**src/rtl/ldpcenc_pkg.sv**
```systemverilog
// Shared definitions for the LDPC encoder output path.
// Mode fields, length codes, lifting sizes and FSM encoding.
package ldpcenc_pkg;

  localparam int MODE_RATE_LO = 0;
  localparam int MODE_RATE_HI = 1;
  localparam int MODE_LEN_LO  = 2;
  localparam int MODE_LEN_HI  = 3;

  localparam logic [1:0] LEN_648  = 2'd0;
  localparam logic [1:0] LEN_1296 = 2'd1;
  localparam logic [1:0] LEN_1944 = 2'd2;
  localparam logic [1:0] LEN_ILL  = 2'd3;

  localparam int Z_648  = 27;
  localparam int Z_1296 = 54;
  localparam int Z_1944 = 81;

  localparam int WORD_W = 27;
  localparam int BYTE_W = 8;
  localparam int ACC_W  = 34;

  typedef enum logic [1:0] {
    S_IDLE  = 2'd0,
    S_FILL  = 2'd1,
    S_DRAIN = 2'd2
  } state_e;

  function automatic logic [1:0] len_norm(
    input logic [1:0] l
  );
    return (l == LEN_ILL) ? LEN_1944 : l;
  endfunction

  function automatic logic [6:0] z_of(
    input logic [1:0] l
  );
    unique case (l)
      LEN_648:  return 7'(Z_648);
      LEN_1296: return 7'(Z_1296);
      default:  return 7'(Z_1944);
    endcase
  endfunction

  function automatic logic [6:0] words_per_cw(
    input logic [1:0] l
  );
    return 7'd24 * ({5'd0, l} + 7'd1);
  endfunction

  // 8 words of 27 bits make 27 bytes, so B = 3*Z
  function automatic logic [7:0] bytes_per_cw(
    input logic [1:0] l
  );
    return 8'd3 * {1'b0, z_of(l)};
  endfunction

endpackage

```
**src/rtl/ldpcenc_obuf_mem.sv**
```systemverilog
// Codeword word store: one write port, one registered read port.
// No reset on the array; read data is qualified by the caller.
module ldpcenc_obuf_mem #(
  parameter int DEPTH = 72,
  parameter int W     = 27,
  parameter int AW    = $clog2(DEPTH)
) (
  input  logic          clk,
  input  logic          i_we,
  input  logic [AW-1:0] i_waddr,
  input  logic [W-1:0]  i_wdata,
  input  logic          i_re,
  input  logic [AW-1:0] i_raddr,
  output logic [W-1:0]  o_rdata
);

  logic [W-1:0] r_mem [DEPTH];
  logic [W-1:0] r_rdata;

  always_ff @(posedge clk) begin
    if (i_we) r_mem[i_waddr] <= i_wdata;
    if (i_re) r_rdata <= r_mem[i_raddr];
  end

  assign o_rdata = r_rdata;

endmodule

```
**src/rtl/ldpcenc_obuf.sv**
```systemverilog
// Captures one LDPC codeword of 27-bit words and drains it
// as a framed byte stream with valid/ready handshake.
module ldpcenc_obuf
  import ldpcenc_pkg::*;
#(
  parameter int NWORD_MAX = 72
) (
  input  logic        clk,
  input  logic        rst_n,
  input  logic        srst,
  input  logic        vld_in,
  input  logic        sop_in,
  input  logic [3:0]  mode_in,
  input  logic [26:0] data_in,
  output logic        cw_rdy,
  output logic        out_vld,
  input  logic        out_rdy,
  output logic [7:0]  out_data,
  output logic        out_sop,
  output logic        out_eop,
  output logic        err_drop,
  output logic [1:0]  state
);

  localparam int AW = $clog2(NWORD_MAX);

  state_e              r_state, w_nstate;
  logic [1:0]          r_len;
  logic [AW-1:0]       r_waddr, r_raddr;
  logic                r_cw_rdy, r_err;
  logic                r_rd_vld;
  logic [5:0]          r_cnt;
  logic [ACC_W-1:0]    r_acc;
  logic [7:0]          r_bcnt;
  logic                r_vld, r_sop, r_eop;
  logic [7:0]          r_data;

  logic                w_we, w_drop, w_re, w_pop, w_xfer;
  logic [AW-1:0]       w_mem_waddr, w_words, w_wlast;
  logic [WORD_W-1:0]   w_rdata;
  logic [ACC_W-1:0]    w_cat;
  logic [5:0]          w_avail, w_left;
  logic [7:0]          w_blast;
  logic                w_unused_rate;

  assign w_unused_rate = ^mode_in[MODE_RATE_HI:MODE_RATE_LO];
  assign w_words = AW'(words_per_cw(r_len));
  assign w_wlast = w_words - AW'(1);
  assign w_blast = bytes_per_cw(r_len) - 8'd1;
  assign w_mem_waddr = sop_in ? '0 : r_waddr;

  always_comb begin
    w_nstate = r_state;
    w_we     = 1'b0;
    w_drop   = 1'b0;
    unique case (r_state)
      S_IDLE: begin
        if (vld_in && sop_in) begin
          w_we     = 1'b1;
          w_nstate = S_FILL;
        end
      end
      S_FILL: begin
        if (vld_in) begin
          w_we = 1'b1;
          if (sop_in) w_drop = 1'b1;
          else if (r_waddr == w_wlast) w_nstate = S_DRAIN;
        end
      end
      S_DRAIN: begin
        w_drop = vld_in;
        if (w_xfer && r_eop) w_nstate = S_IDLE;
      end
      default: w_nstate = S_IDLE;
    endcase
  end

  always_ff @(posedge clk or negedge rst_n) begin
    if (!rst_n) begin
      r_state  <= S_IDLE;
      r_cw_rdy <= 1'b1;
      r_err    <= 1'b0;
      r_len    <= '0;
      r_waddr  <= '0;
    end else if (srst) begin
      r_state  <= S_IDLE;
      r_cw_rdy <= 1'b1;
      r_err    <= 1'b0;
      r_len    <= '0;
      r_waddr  <= '0;
    end else begin
      r_state  <= w_nstate;
      r_cw_rdy <= (w_nstate == S_IDLE);
      r_err    <= w_drop;
      if (w_we && sop_in) begin
        r_len   <= len_norm(mode_in[MODE_LEN_HI:MODE_LEN_LO]);
        r_waddr <= AW'(1);
      end else if (w_we) begin
        r_waddr <= r_waddr + AW'(1);
      end
    end
  end

  // Gearbox: left-aligned accumulator, next word lands right after r_cnt bits
  assign w_xfer  = r_vld && out_rdy;
  assign w_avail = r_cnt + (r_rd_vld ? 6'd27 : 6'd0);
  assign w_cat   = r_acc | (r_rd_vld ?
                   ({w_rdata, {(ACC_W-WORD_W){1'b0}}} >> r_cnt) : '0);
  assign w_pop   = (r_state == S_DRAIN) && (!r_vld || out_rdy)
                   && (w_avail >= 6'd8);
  assign w_left  = w_avail - (w_pop ? 6'd8 : 6'd0);
  // Prefetch only when the next cycle would otherwise starve
  assign w_re    = (r_state == S_DRAIN) && (r_raddr < w_words)
                   && (w_left < 6'd8);

  always_ff @(posedge clk or negedge rst_n) begin
    if (!rst_n) begin
      r_rd_vld <= 1'b0;
      r_raddr  <= '0;
      r_acc    <= '0;
      r_cnt    <= '0;
      r_bcnt   <= '0;
      r_vld    <= 1'b0;
      r_sop    <= 1'b0;
      r_eop    <= 1'b0;
      r_data   <= '0;
    end else if (srst) begin
      r_rd_vld <= 1'b0;
      r_raddr  <= '0;
      r_acc    <= '0;
      r_cnt    <= '0;
      r_bcnt   <= '0;
      r_vld    <= 1'b0;
      r_sop    <= 1'b0;
      r_eop    <= 1'b0;
      r_data   <= '0;
    end else begin
      r_rd_vld <= w_re;
      r_acc    <= w_pop ? (w_cat << BYTE_W) : w_cat;
      r_cnt    <= w_left;
      if (r_state != S_DRAIN) begin
        r_raddr <= '0;
        r_bcnt  <= '0;
      end else begin
        if (w_re)  r_raddr <= r_raddr + AW'(1);
        if (w_pop) r_bcnt  <= r_bcnt + 8'd1;
      end
      if (w_pop) begin
        r_vld  <= 1'b1;
        r_data <= w_cat[ACC_W-1 -: BYTE_W];
        r_sop  <= (r_bcnt == 8'd0);
        r_eop  <= (r_bcnt == w_blast);
      end else if (w_xfer) begin
        r_vld <= 1'b0;
        r_sop <= 1'b0;
        r_eop <= 1'b0;
      end
    end
  end

  ldpcenc_obuf_mem #(
    .DEPTH (NWORD_MAX),
    .W     (WORD_W),
    .AW    (AW)
  ) u_mem (
    .clk     (clk),
    .i_we    (w_we),
    .i_waddr (w_mem_waddr),
    .i_wdata (data_in),
    .i_re    (w_re),
    .i_raddr (r_raddr),
    .o_rdata (w_rdata)
  );

  assign cw_rdy   = r_cw_rdy;
  assign out_vld  = r_vld;
  assign out_data = r_data;
  assign out_sop  = r_sop;
  assign out_eop  = r_eop;
  assign err_drop = r_err;
  assign state    = r_state;

endmodule
```
**config.mk**
```make
export PLATFORM = sky130hd
export DESIGN_NAME = ldpcenc_obuf
export DESIGN_NICKNAME = d
export VERILOG_FILES = /design/src/rtl/ldpcenc_pkg.sv /design/src/rtl/ldpcenc_obuf_mem.sv /design/src/rtl/ldpcenc_obuf.sv
export SDC_FILE = /design/constraint.sdc
export NUM_CORES = 2
export LEC_CHECK = 0
export BUFFER_PORTS_ARGS = -buffer_cell sky130_fd_sc_hd__buf_4
export CAP_MARGIN = 20
export CORE_ASPECT_RATIO = 0.75
export CORE_MARGIN = 2
export CORE_UTILIZATION = 55
export DETAILED_ROUTE_END_ITERATION = 12
export GPL_ROUTABILITY_DRIVEN = 0
export PLACE_DENSITY_LB_ADDON = 0.25
export RECOVER_POWER = 100
export SETUP_SLACK_MARGIN = 0.4
export SLEW_MARGIN = 5
export SYNTH_ARGS = -nofsm -noshare
export SYNTH_HDL_FRONTEND = slang
export SYNTH_HIERARCHICAL = 1
export SYNTH_SLANG_ARGS = --single-unit
```
**constraint.sdc**
```tcl
create_clock -name clk -period 11.3 [get_ports clk]
set_input_delay 0.565 -clock clk [delete_from_list [all_inputs] [get_ports clk]]
set_output_delay 0.565 -clock clk [all_outputs]
set_load 0.03 [all_outputs]
```
==> flow_results.org <==
** Placed design
- IO buf count :: 49
- Timing analysis after detailed placement gives a worst setup slack of 6.61 ns.
- The HPWL after detailed placement is 110 mm.
- Once placement completed, the tool counted placed cells totaling 5813.

** Global route
- The total overflow left after global routing is 0.
- Entering global routing, the biggest net connects 114 pins.
- The number of global-route vias before repair came to 39061.
- The initial antenna violation count is 4.
- Wire length of the first global-routing pass :: 285 mm
- Across every metal layer, demand over resource in global routing totals 26.6%.

** Synthesis
- Distinct cell type count after synthesis :: 78
- The commonest cells after synthesis are sky130_fd_sc_hd__edfxtp_1 (1971), sky130_fd_sc_hd__mux4_2 (466), sky130_fd_sc_hd__mux2i_1 (173), sky130_fd_sc_hd__nor2_1 (142), sky130_fd_sc_hd__a22oi_1 (131).
- The share of the Yosys chip area taken by registers is 75.2%.
- Gate Count Post-Synth :: 3931
- Cell area after synthesis :: 81400 um2
- Net count after synthesis :: 3992
- EDFF count, synth :: 1971
- Synthesis inferred 2051 register bits.
- The Yosys step of the flow raised 6 warnings.
- Cell accounting for the most synthesized area :: sky130_fd_sc_hd__edfxtp_1
- Synthesized area divided by synthesized cell count :: 20.7 um2
- After synthesis, the cell types taking the most area are sky130_fd_sc_hd__edfxtp_1 (73%), sky130_fd_sc_hd__mux4_2 (13%), sky130_fd_sc_hd__dfrtp_1 (2.4%).
- Synth Flop Type :: sky130_fd_sc_hd__edfxtp_1
- Async set or reset register ratio after synthesis :: 3.90%
- Synth top area share :: 72.7%
- Most numerous cell in the Yosys netlist :: sky130_fd_sc_hd__edfxtp_1

** Floorplanning
- I/O pin cnt :: 52
- The floorplan step defined a die boundary enclosing 151000 um2.
- For this configuration, the core starts out at a cell density of 55.3%.
- Die outline height :: 337 um
- Std cell rows :: 122
- Std-Cell Core Area :: 147000 um2
- Chip width :: 448 um

** STA
- Clock period minus final worst setup slack :: 6.76 ns
- Setup repair after global routing missed its margin :: false
- WHS :: 0.129 ns
- Final-report setup violation count :: 0
- Final hold vios :: 0
- Number of max-slew violations in the final report :: 4038
- Setup TNS :: 0 ns
- Slew at the pin closest to its max-slew limit :: 4.16 ns
- Dividing the final minimum period by the clock period gives 59.8%.
- The clock arrives with 0.0312 ns of skew.
- FMAX :: 148 MHz
- Final setup margin :: 4.54 ns
- Headroom to the max-slew limit :: -178%

** Detailed routing
- The routed design has 201 mm of wire.
- Drt via density :: 6.70
- WL/cell :: 32.5 um
- The detailed router placed 41417 vias in this run.
- The count of nets left with antenna violations once routing finished came out at 0.
- The first routing iteration left 5809 violations.
- Number of detailed-routing iterations run before antenna repair :: 5
- Remaining DRCs :: 0

** Outcome
- Violations in the final reports :: capacitance limit, slew limit
- Outcome :: complete, but fails checks

** Finish
- Non-Filler Instances :: 6180
- Fill cells in the final layout number 10203.
- Compared with the post-synthesis result, the final layout area differs by 9.94%.
- In the final layout, the share of cells above drive strength 1 is 20.9%.
- At the end of the flow, the number of nets in the layout was 4097.

** Clocking
- Num CTS Buffers :: 189
- Clock-pin slew was measured on the worst setup and hold paths at 0.06 ns.
- CTS root buffer :: sky130_fd_sc_hd__clkbuf_16
- The tree built by TritonCTS fans out to 2051 sinks.
- CTS built an H-tree with a depth of 4.
- TritonCTS clock tree :: done
- The later pin in the worst-skew pair is clocked with a latency of 0.84 ns.
- Number of buffers on the longest clock path :: 3
- PostCTS Resize Cnt :: 0

** Pwr
- VDD IR-drop max :: 0.187 mV
- The analysis attributes to cell leakage a power of 0.0270 uW.
- Power density normalized to cell area :: 166 nW/um2
- After layout, the design draws a total of 14800 uW.

** Setup path
- The worst setup path is launched from a flip-flop.
- The critical path is of the flip-flop to flip-flop type.
- Worst EP required :: 11.82 ns
- The worst setup path is captured at a flip-flop.
- Largest fanout on the critical path :: 76
- Data arrives at the worst endpoint at 7.28 ns.

** Flow run
- Max-cap viol count :: 101

** Min path
- Worst hold path type :: input pin to flip-flop
-- per-stage QoR --
stage	util [%]	cell area [um2]
after floorplan	-	81400
after global placement	57.1	84100
after detailed placement	57.1	84100
after CTS	61.2	90200
after global routing	60.7	89500
final	60.7	89500
-- timing repair --
item / in CTS / in global routing
hold buffers: 4 / 0
hold endpoints to repair: 82 / 0
buffers inserted: 0 / 0
-- cells by family after synthesis --
family / after synthesis / share of synthesized area (%)
buffers and inverters: 243 / 1.75
and+or+nand+nor: 455 / 2.67
DFF: 2051 / 75.2
adders and majority gates: 24 / 0.378
muxes: 703 / 16.0
xor gates and xnor gates: 16 / 0.189
AOI/OAI and AO/OA: 439 / 3.87
-- worst max-delay path: stages (launching register included) --
cell                       delay (ns)
sky130_fd_sc_hd__dfrtp_1         1.31
sky130_fd_sc_hd__clkbuf_1        2.37
sky130_fd_sc_hd__buf_12          0.53
sky130_fd_sc_hd__mux4_2          0.61
sky130_fd_sc_hd__a22oi_1         0.52
sky130_fd_sc_hd__nand2_1         0.30
sky130_fd_sc_hd__o211ai_1        0.43
sky130_fd_sc_hd__nand3_1         0.23
-- layer usage --
| layer | routed length, um | share of wire [%] | GRT usage [%] | up-vias |
|---|---|---|---|---|
| li1 | - | - | - | 16665 |
| met5 | 23 | 0.011 | 0 | - |
| met1 | 84500 | 42 | 42.2 | 22019 |
| met3 | 24100 | 12 | 6.72 | 277 |
| met2 | 87300 | 43 | 37.2 | 2452 |
| met4 | 4790 | 2.4 | 6.78 | 4 |
-- worst paths after layout --
kind                                   from                end  slack, ns  depth (start not counted)
worst max-delay path             r_raddr[0]  u_mem/o_rdata[25]       4.54                          7
worst min register to register  out_data[2]        out_data[2]       0.49                          1
min in group asynchronous             rst_n          r_acc[14]       0.27                          2
max in group asynchronous             rst_n         r_raddr[2]       6.45                          3
worst min-delay path                   srst           r_cnt[1]       0.13                          2
worst max register to register   r_raddr[0]  u_mem/o_rdata[25]       4.54                          7
-- final cells by class --
| cell class | instances | area [um2] | share of cell area (%) |
|---|---|---|---|
| Multi-Input combinational cell | 1637 | 18900 | 21.1 |
| Tap cell | 1984 | 2480 | 2.77 |
| Clock inverter | 112 | 1060 | 1.19 |
| Sequential cell | 2051 | 61200 | 68.4 |
| Inverter | 16 | 60.1 | 0.0671 |
| Clock buffer | 234 | 4950 | 5.53 |
| Antenna cell | 5 | 12.5 | 0.0140 |
| Timing Repair Buffer | 141 | 841 | 0.940 |
-- placed cells by master, fill, tap and decap left out, types with 10 or more instances in the layout --
master                      Yosys  layout
sky130_fd_sc_hd__mux2i_1      173     173
sky130_fd_sc_hd__ha_1          23      23
sky130_fd_sc_hd__mux4_2       466     466
sky130_fd_sc_hd__a221oi_1      44      44
sky130_fd_sc_hd__mux2_2        61      61
sky130_fd_sc_hd__a22oi_1      131     131
sky130_fd_sc_hd__nor2_1       142     128
sky130_fd_sc_hd__nand3_1       31      31
sky130_fd_sc_hd__a211oi_1      19      19
sky130_fd_sc_hd__clkinv_2       0      27
sky130_fd_sc_hd__clkbuf_16      0     191
sky130_fd_sc_hd__a31oi_1       20      20
sky130_fd_sc_hd__nor4_1        10      10
sky130_fd_sc_hd__clkinv_1       0      51
sky130_fd_sc_hd__nand2b_1      16      16
sky130_fd_sc_hd__nand3b_1      21      21
sky130_fd_sc_hd__buf_4         38      46
sky130_fd_sc_hd__o22ai_1       36      36
sky130_fd_sc_hd__edfxtp_1    1971    1971
sky130_fd_sc_hd__nor2b_1       38      33
sky130_fd_sc_hd__clkbuf_1      84     126
sky130_fd_sc_hd__nand2_1      128     128
sky130_fd_sc_hd__bufinv_16      0      14
sky130_fd_sc_hd__dfrtp_1       79      74
sky130_fd_sc_hd__inv_1         14      15
sky130_fd_sc_hd__o21ai_0       27      27
sky130_fd_sc_hd__o211ai_1      20      21
sky130_fd_sc_hd__a21oi_1       72      72
sky130_fd_sc_hd__o2bb2ai_1     12      12
sky130_fd_sc_hd__and3_1        13      13
sky130_fd_sc_hd__nor3_1        18      18
-- state kept, by name (all words and copies together), names as in the netlist, 6 cells and up --
signal / flops
u_mem/o_rdata: 27
r_raddr: 7
r_acc: 34
r_cnt: 6
out_data: 8
r_bcnt: 8
u_mem/r_mem: 1944
r_waddr: 7
-- report_power, final --
group / total, uW / switching [uW] / internal (uW)
Sequential: 8370 / 3.77 / 8360
Combinational: 218 / 191 / 26.9
Clock: 6250 / 2800 / 3450
Total: 14800 / 2990 / 11800
(Power assumes the default switching activity.)
